==> src/rtl/ram_arbiter_if.sv <==
// Bundle of the two requester ports and the RAM pins seen by ram_arbiter.
// slave is the arbiter's view; master is the core/RAM side.
interface ram_arbiter_if #(
  parameter int ADDR_WIDTH = 12,
  parameter int DATA_WIDTH = 32
);
  logic                  p0_req;
  logic                  p0_we;
  logic [1:0]            p0_size;
  logic [ADDR_WIDTH+1:0] p0_addr;
  logic [DATA_WIDTH-1:0] p0_wdata;
  logic                  p0_gnt;
  logic                  p0_resp_valid;
  logic [DATA_WIDTH-1:0] p0_resp_rdata;
  logic                  p0_resp_err;

  logic                  p1_req;
  logic                  p1_we;
  logic [1:0]            p1_size;
  logic [ADDR_WIDTH+1:0] p1_addr;
  logic [DATA_WIDTH-1:0] p1_wdata;
  logic                  p1_gnt;
  logic                  p1_resp_valid;
  logic [DATA_WIDTH-1:0] p1_resp_rdata;
  logic                  p1_resp_err;

  logic [ADDR_WIDTH-1:0] ram_address;
  logic [DATA_WIDTH-1:0] ram_data_in;
  logic                  ram_store;
  logic                  ram_load;
  logic [DATA_WIDTH-1:0] ram_data_out;

  modport slave (
    input  p0_req, p0_we, p0_size, p0_addr, p0_wdata,
    output p0_gnt, p0_resp_valid, p0_resp_rdata, p0_resp_err,
    input  p1_req, p1_we, p1_size, p1_addr, p1_wdata,
    output p1_gnt, p1_resp_valid, p1_resp_rdata, p1_resp_err,
    output ram_address, ram_data_in, ram_store, ram_load,
    input  ram_data_out
  );

  modport master (
    output p0_req, p0_we, p0_size, p0_addr, p0_wdata,
    input  p0_gnt, p0_resp_valid, p0_resp_rdata, p0_resp_err,
    output p1_req, p1_we, p1_size, p1_addr, p1_wdata,
    input  p1_gnt, p1_resp_valid, p1_resp_rdata, p1_resp_err,
    input  ram_address, ram_data_in, ram_store, ram_load,
    output ram_data_out
  );
endinterface

==> src/rtl/ram_arbiter.sv <==
// Round-robin two-port arbiter in front of a single-port word RAM without byte
// enables; byte/half stores become a read-modify-write through the MERGE state.
module ram_arbiter #(
  parameter int ADDR_WIDTH = 12,
  parameter int DATA_WIDTH = 32
) (
  input logic           clk,
  input logic           rst_n,
  ram_arbiter_if.slave  bus
);

  typedef enum logic {IDLE, MERGE} state_t;

  state_t                state, stateNext;
  logic                  prio, prioNext;
  logic                  grant, selPort;
  logic                  selWe, selLegal;
  logic [1:0]            selSize;
  logic [ADDR_WIDTH+1:0] selAddr;
  logic [DATA_WIDTH-1:0] selWdata;
  logic                  latchMerge;
  logic                  mPort, mHalf;
  logic [ADDR_WIDTH-1:0] mAddr;
  logic [1:0]            mLane;
  logic [15:0]           mWdata;
  logic [DATA_WIDTH-1:0] merged;
  logic [1:0]            respValid, respValidNext;
  logic [1:0]            respLoad, respLoadNext;
  logic                  respErr, respErrNext;

  // Only one port can be granted per cycle; prio breaks ties.
  always_comb begin
    grant   = 1'b0;
    selPort = 1'b0;
    if (state == IDLE) begin
      if (bus.p0_req && bus.p1_req) begin
        grant   = 1'b1;
        selPort = prio;
      end else if (bus.p0_req) begin
        grant   = 1'b1;
        selPort = 1'b0;
      end else if (bus.p1_req) begin
        grant   = 1'b1;
        selPort = 1'b1;
      end
    end
  end

  assign selWe    = selPort ? bus.p1_we    : bus.p0_we;
  assign selSize  = selPort ? bus.p1_size  : bus.p0_size;
  assign selAddr  = selPort ? bus.p1_addr  : bus.p0_addr;
  assign selWdata = selPort ? bus.p1_wdata : bus.p0_wdata;

  always_comb begin
    case (selSize)
      2'b00:   selLegal = 1'b1;
      2'b01:   selLegal = !selAddr[0];
      2'b10:   selLegal = (selAddr[1:0] == 2'b00);
      default: selLegal = 1'b0;
    endcase
  end

  assign bus.p0_gnt = grant && !selPort;
  assign bus.p1_gnt = grant && selPort;

  // The RAM returns the old word during MERGE; splice the new lane into it.
  always_comb begin
    merged = bus.ram_data_out;
    if (mHalf)
      merged[{mLane[1], 4'b0000} +: 16] = mWdata;
    else
      merged[{mLane, 3'b000} +: 8] = mWdata[7:0];
  end

  always_comb begin
    stateNext       = state;
    prioNext        = prio;
    latchMerge      = 1'b0;
    respValidNext   = 2'b00;
    respLoadNext    = 2'b00;
    respErrNext     = 1'b0;
    bus.ram_load    = 1'b0;
    bus.ram_store   = 1'b0;
    bus.ram_address = '0;
    bus.ram_data_in = '0;
    case (state)
      IDLE: begin
        if (grant) begin
          prioNext = !selPort;
          if (!selLegal) begin
            respValidNext[selPort] = 1'b1;
            respErrNext            = 1'b1;
          end else if (!selWe) begin
            bus.ram_load          = 1'b1;
            bus.ram_address       = selAddr[ADDR_WIDTH+1:2];
            respValidNext[selPort] = 1'b1;
            respLoadNext[selPort]  = 1'b1;
          end else if (selSize == 2'b10) begin
            bus.ram_store         = 1'b1;
            bus.ram_address       = selAddr[ADDR_WIDTH+1:2];
            bus.ram_data_in       = selWdata;
            respValidNext[selPort] = 1'b1;
          end else begin
            bus.ram_load    = 1'b1;
            bus.ram_address = selAddr[ADDR_WIDTH+1:2];
            latchMerge      = 1'b1;
            stateNext       = MERGE;
          end
        end
      end
      MERGE: begin
        bus.ram_store        = 1'b1;
        bus.ram_address      = mAddr;
        bus.ram_data_in      = merged;
        respValidNext[mPort] = 1'b1;
        stateNext            = IDLE;
      end
      default: stateNext = IDLE;
    endcase
  end

  always_ff @(posedge clk or negedge rst_n) begin
    if (!rst_n) begin
      state     <= IDLE;
      prio      <= 1'b0;
      respValid <= 2'b00;
      respLoad  <= 2'b00;
      respErr   <= 1'b0;
      mPort     <= 1'b0;
      mHalf     <= 1'b0;
      mAddr     <= '0;
      mLane     <= 2'b00;
      mWdata    <= 16'h0000;
    end else begin
      state     <= stateNext;
      prio      <= prioNext;
      respValid <= respValidNext;
      respLoad  <= respLoadNext;
      respErr   <= respErrNext;
      if (latchMerge) begin
        mPort  <= selPort;
        mHalf  <= selSize[0];
        mAddr  <= selAddr[ADDR_WIDTH+1:2];
        mLane  <= selAddr[1:0];
        mWdata <= selWdata[15:0];
      end
    end
  end

  // Load data is forwarded straight from the RAM in the response cycle.
  assign bus.p0_resp_valid = respValid[0];
  assign bus.p1_resp_valid = respValid[1];
  assign bus.p0_resp_err   = respValid[0] && respErr;
  assign bus.p1_resp_err   = respValid[1] && respErr;
  assign bus.p0_resp_rdata = respLoad[0] ? bus.ram_data_out : '0;
  assign bus.p1_resp_rdata = respLoad[1] ? bus.ram_data_out : '0;

endmodule

==> src/flat_wrapper.sv <==
// flat-port wrapper written by rule: the top's interface ports become plain ports
module ram_arbiter_flat 
#(
  parameter int ADDR_WIDTH = 12,
  parameter int DATA_WIDTH = 32
)
  (clk, rst_n, bus_p0_req, bus_p0_we, bus_p0_size, bus_p0_addr, bus_p0_wdata, bus_p0_gnt, bus_p0_resp_valid, bus_p0_resp_rdata, bus_p0_resp_err, bus_p1_req, bus_p1_we, bus_p1_size, bus_p1_addr, bus_p1_wdata, bus_p1_gnt, bus_p1_resp_valid, bus_p1_resp_rdata, bus_p1_resp_err, bus_ram_address, bus_ram_data_in, bus_ram_store, bus_ram_load, bus_ram_data_out);
  ram_arbiter_if #(.ADDR_WIDTH(ADDR_WIDTH), .DATA_WIDTH(DATA_WIDTH)) bus_i ();
  input logic clk;
  input logic rst_n;
  input wire logic [$bits(bus_i.p0_req)-1:0] bus_p0_req;
  input wire logic [$bits(bus_i.p0_we)-1:0] bus_p0_we;
  input wire logic [$bits(bus_i.p0_size)-1:0] bus_p0_size;
  input wire logic [$bits(bus_i.p0_addr)-1:0] bus_p0_addr;
  input wire logic [$bits(bus_i.p0_wdata)-1:0] bus_p0_wdata;
  output wire logic [$bits(bus_i.p0_gnt)-1:0] bus_p0_gnt;
  output wire logic [$bits(bus_i.p0_resp_valid)-1:0] bus_p0_resp_valid;
  output wire logic [$bits(bus_i.p0_resp_rdata)-1:0] bus_p0_resp_rdata;
  output wire logic [$bits(bus_i.p0_resp_err)-1:0] bus_p0_resp_err;
  input wire logic [$bits(bus_i.p1_req)-1:0] bus_p1_req;
  input wire logic [$bits(bus_i.p1_we)-1:0] bus_p1_we;
  input wire logic [$bits(bus_i.p1_size)-1:0] bus_p1_size;
  input wire logic [$bits(bus_i.p1_addr)-1:0] bus_p1_addr;
  input wire logic [$bits(bus_i.p1_wdata)-1:0] bus_p1_wdata;
  output wire logic [$bits(bus_i.p1_gnt)-1:0] bus_p1_gnt;
  output wire logic [$bits(bus_i.p1_resp_valid)-1:0] bus_p1_resp_valid;
  output wire logic [$bits(bus_i.p1_resp_rdata)-1:0] bus_p1_resp_rdata;
  output wire logic [$bits(bus_i.p1_resp_err)-1:0] bus_p1_resp_err;
  output wire logic [$bits(bus_i.ram_address)-1:0] bus_ram_address;
  output wire logic [$bits(bus_i.ram_data_in)-1:0] bus_ram_data_in;
  output wire logic [$bits(bus_i.ram_store)-1:0] bus_ram_store;
  output wire logic [$bits(bus_i.ram_load)-1:0] bus_ram_load;
  input wire logic [$bits(bus_i.ram_data_out)-1:0] bus_ram_data_out;
  assign bus_i.p0_req = bus_p0_req;
  assign bus_i.p0_we = bus_p0_we;
  assign bus_i.p0_size = bus_p0_size;
  assign bus_i.p0_addr = bus_p0_addr;
  assign bus_i.p0_wdata = bus_p0_wdata;
  assign bus_p0_gnt = bus_i.p0_gnt;
  assign bus_p0_resp_valid = bus_i.p0_resp_valid;
  assign bus_p0_resp_rdata = bus_i.p0_resp_rdata;
  assign bus_p0_resp_err = bus_i.p0_resp_err;
  assign bus_i.p1_req = bus_p1_req;
  assign bus_i.p1_we = bus_p1_we;
  assign bus_i.p1_size = bus_p1_size;
  assign bus_i.p1_addr = bus_p1_addr;
  assign bus_i.p1_wdata = bus_p1_wdata;
  assign bus_p1_gnt = bus_i.p1_gnt;
  assign bus_p1_resp_valid = bus_i.p1_resp_valid;
  assign bus_p1_resp_rdata = bus_i.p1_resp_rdata;
  assign bus_p1_resp_err = bus_i.p1_resp_err;
  assign bus_ram_address = bus_i.ram_address;
  assign bus_ram_data_in = bus_i.ram_data_in;
  assign bus_ram_store = bus_i.ram_store;
  assign bus_ram_load = bus_i.ram_load;
  assign bus_i.ram_data_out = bus_ram_data_out;
  ram_arbiter #(.ADDR_WIDTH(ADDR_WIDTH), .DATA_WIDTH(DATA_WIDTH)) u_core (.clk(clk), .rst_n(rst_n), .bus(bus_i));
endmodule
==> config.mk <==
export PLATFORM = sky130hd
export DESIGN_NAME = ram_arbiter_flat
export DESIGN_NICKNAME = d
export VERILOG_FILES = /design/src/rtl/ram_arbiter_if.sv /design/src/rtl/ram_arbiter.sv /design/src/flat_wrapper.sv
export SDC_FILE = /design/constraint.sdc
export NUM_CORES = 1
export LEC_CHECK = 0
export ABC_AREA = 1
export CAP_MARGIN = 25
export CORE_MARGIN = 2
export CORE_UTILIZATION = 29
export CTS_BUF_LIST = sky130_fd_sc_hd__clkbuf_8 sky130_fd_sc_hd__clkbuf_16
export DETAILED_ROUTE_END_ITERATION = 8
export HOLD_SLACK_MARGIN = 0.03
export MAX_ROUTING_LAYER = met4
export PLACE_DENSITY = 0.67
export REMOVE_ABC_BUFFERS = 1
export SLEW_MARGIN = 5
export SYNTH_ARGS = -nofsm -noshare
export SYNTH_HDL_FRONTEND = slang
export SYNTH_SLANG_ARGS = --single-unit
==> constraint.sdc <==
create_clock -name clk -period 3.4 [get_ports clk]
set_input_delay 0.68 -clock clk [delete_from_list [all_inputs] [get_ports clk]]
set_output_delay 0.68 -clock clk [all_outputs]
set_load 0.01 [all_outputs]
==> flow_summary_export.csv <==
group,metric,value,unit
logic_synthesis,ys_warn_count,0,
clocking,cts_made_buffers,5,
final_layout,final_cell_area,7900,um2
final_layout,final_common_cell,"nand2_1",
final_layout,most-common-layout-cells,"nand2_1 (379), clkdlybuf4s50_1 (202), inv_1 (114)",
sta,grt_setup_unrepaired,"yes",
clocking,clk_pin_slew_worst_paths,70,ps
critical_path,crit_start,"bus_p0_req",
logic_synthesis,syn_inst,852,
clocking,clk_path_buf_depth,2,
sta,maxSlewViolCount,0,
sta,fin_crit,3280,ps
power,clockPowerShare,12.3,%
critical_path,reg2reg_to,"u_core.mWdata[12]",
sta,setup_ws,122,ps
critical_path,path_delay_family,"buffers and inverters",
critical_path,r2r_start,"u_core.state",
power,leakagePower,4.40,nW
floorplanning,coreArea,15700,um2
floorplanning,fp.dieW,130,um
power,pwr-share-comb,67.3,%
global_route,grt_pass1_wl,29600,um
clocking,cts-hold-fix-buffers,0,
critical_path,cp.arrival,2600,ps
sta,setup_viol,0,
placed_design,place_congestion,0.864,
worst_hold_path,hp-class,"primary input to asynchronous set/reset pin",
floorplanning,start_util,29.3,%
clocking,worstSkewPairLatency,290,ps
sta,finClkSkew,4.00,ps
placed_design,dp.cells,1323,
final_layout,fin_nets,1255,
critical_path,cp.depth,9,
critical_path,cp-end-kind,"primary output",
global_route,grt_overflow,0,
clocking,htreeDepth,2,
clocking,cts_tree,"yes",
placed_design,port_buffers,249,
placed_design,hpwlAfterDp,14500,um
critical_path,cp_slowest_cell,"clkdlybuf4s50_1",
final_layout,area_growth,71.6,%
global_route,grt_pass1_vias,5707,
power,p_sw_share,49.0,%
sta,whs,212,ps
power,finalPower,4.07,mW
global_route,gr-usage-all-layers,22.8,%
critical_path,r2r_slack,1310,ps
final_layout,fill_cells,1672,
global_route,grt_start_max_net_pins,40,
floorplanning,rows,46,
power,irDropWorstVdd,255,uV
route,first_iter_violations,472,
final_layout,diodes,0,
global_route,antenna_found_initial,0,
critical_path,crit_required,2720,ps
sta,tightest_slew,552,ps
logic_synthesis,yosysUniqueCellTypes,29,
route,via_per_inst,4.82,
placed_design,placed_cell_area,7710,um2
critical_path,cp_max_fo,12,
logic_synthesis,yosysSeqAreaShare,21.2,%
critical_path,worst_setup_path_start_kind,"primary input",
route,drt-pass1-iter-count,8,
power,internal_power,2.07,mW
route,routed_wl,19500,um
clocking,cts_root_buffer,"clkbuf_16",
sta,finalHoldViolCount,0,
route,wl_per_cell,14.6,um
placed_design,place_ws,-201,ps
critical_path,reg2reg_depth,13,
critical_path,cp_cell_sequence,"clkdlybuf4s50_1 -> nand2_2 -> nand2_8 -> buf_12 -> inv_4 -> buf_6 -> buf_4 -> nor2_2 -> clkdlybuf4s50_1",
route,drc_errors,0,
final_layout,final-instance-count-excl-fill,1333,
clocking,clock_sinks,39,
final_layout,drive_gt1_share,10.0,%
logic_synthesis,ys_ff_latch,39,
sta,fin_crit_sh,96.4,%
job,drv_cap,0,
critical_path,endpoint,"bus_p0_gnt",
power,switchingPower,1.99,mW
route,routed-via-count,6423,
floorplanning,dieHeight,130,um
run_status,status,"finished clean",
critical_path,slowest_delay,570,ps
logic_synthesis,avgSynthCellArea,5.40,um2
floorplanning,ios,250,
critical_path,cpMostUsedCell,"clkdlybuf4s50_1",
power,seqPwrFrac,20.4,%
sta,slew_headroom,63.2,%
route,detail-route-antenna-nets,0,
sta,fmax,305,MHz
logic_synthesis,mappedNetlistArea,4600,um2
clocking,post_cts_buffers,0,
critical_path,cp_num_buf_inv,6,
power,p_per_area,515,nW/um2
floorplanning,dieArea,16900,um2
critical_path,critPathKind,"primary input to primary output",
-- stage by stage --
| step | utilization (%) | TNS [ps] |
|---|---|---|
| 3_3_place_gp | 49.1 | -2460 |
| 6_report | 50.2 | 0 |
| 2_1_floorplan | - | -7960 |
| 3_5_place_dp | 49.1 | -4890 |
| 5_1_grt | 50.2 | -41.3 |
| 4_1_cts | 49.8 | -367 |
-- cell families (layout without fill, tap and decap cells) --
family          after synthesis  in the layout  synth area share (%)
flops                        39             39                  21.2
compound gates              129            129                  16.0
simple gates                498            498                  45.4
buf+inv                     181            446                  16.0
fa+ha+maj                     5              5                  1.36
-- how the worst min path moves through the flow --
stage,cells after the start,end,startpoint
after floorplan,0,u_core.mAddr[0],rst_n
after global placement,2,u_core.mAddr[4],u_core.mAddr[4]
after detailed placement,2,u_core.mAddr[4],u_core.mAddr[4]
after CTS,2,u_core.mAddr[4],u_core.mAddr[4]
after global routing,1,u_core.mAddr[11],rst_n
final,1,u_core.mAddr[11],rst_n
-- layer usage --
| layer | global-route usage [%] | vias to the layer above | wire length [um] |
|---|---|---|---|
| met4 | 3.54 | 0 | 162 |
| met2 | 37.4 | 255 | 9050 |
| met3 | 3.53 | 15 | 1420 |
| li1 | - | 3233 | - |
| met1 | 30.3 | 2920 | 8860 |
| met5 | - | - | 0 |
-- synth_stat cells --
cell type / count / share of area, %
o21ai_0: 48 / 5.2
nand2_1: 379 / 31
o211ai_1: 8 / 1.3
o221ai_1: 8 / 1.5
inv_1: 115 / 9.4
o21ai_2: 2 / 0.38
nand3_1: 28 / 3.0
nand3_2: 1 / 0.22
nor2_1: 25 / 2.0
nand4_1: 53 / 7.2
a31oi_1: 1 / 0.14
nand3b_1: 1 / 0.16
o21bai_1: 1 / 0.16
inv_2: 4 / 0.33
ha_1: 5 / 1.4
nand2_2: 4 / 0.54
a21oi_4: 1 / 0.35
buf_2: 20 / 2.2
dfrtp_1: 39 / 21
o22ai_1: 16 / 2.2
buf_4: 8 / 1.3
nand2_4: 1 / 0.24
a21oi_1: 43 / 4.7
nor3_1: 3 / 0.33
clkbuf_1: 31 / 2.5
nor2_8: 1 / 0.44
o21ai_1: 1 / 0.11
nor2_2: 2 / 0.27
buf_1: 3 / 0.24
-- registers in the layout (all words and copies together) (netlist names) --
register,cells
u_core.mPort,1
u_core.respLoad,2
u_core.mAddr,12
u_core.respValid,2
u_core.mLane,2
u_core.prio,1
u_core.mHalf,1
u_core.respErr,1
u_core.mWdata,16
u_core.state,1
-- worst register-to-register path, stage by stage (launching register included) --
cell	delay (ps)
dfrtp_2	540
nor2_8	230
nand2_8	100
nand2_1	70
nand2_1	70
nand2_1	70
nand2_1	80
nand2_4	100
buf_6	160
buf_4	140
nand3_2	60
buf_4	210
nand2_1	90
nand2_1	60
-- power groups by stage --
stage,sequential [mW],combinational [mW],clock [mW]
3_5_place_dp,0.829,2.76,0
4_1_cts,0.824,2.70,0.507
3_3_place_gp,0.828,2.74,0
6_report,0.829,2.74,0.500
5_1_grt,0.855,3.04,0.527
2_1_floorplan,0.829,1.38,0
-- area by class of cell --
type / count / area [um2] / area share (%)
Tap cell: 216 / 270 / 3.42
Timing Repair Buffer: 319 / 3110 / 39.4
Inverter: 119 / 449 / 5.69
Multi-Input combinational cell: 632 / 2940 / 37.2
Clock buffer: 5 / 125 / 1.58
Clock inverter: 3 / 20.0 / 0.254
Sequential cell: 39 / 977 / 12.4
-- timing repair --
item,in CTS,in global routing
endpoints found under the hold margin,0,0
setup endpoints to repair,46,29
gates cloned,0,1
pin swaps,0,1
gates resized for setup,49,34
(Power assumes the default switching activity.)
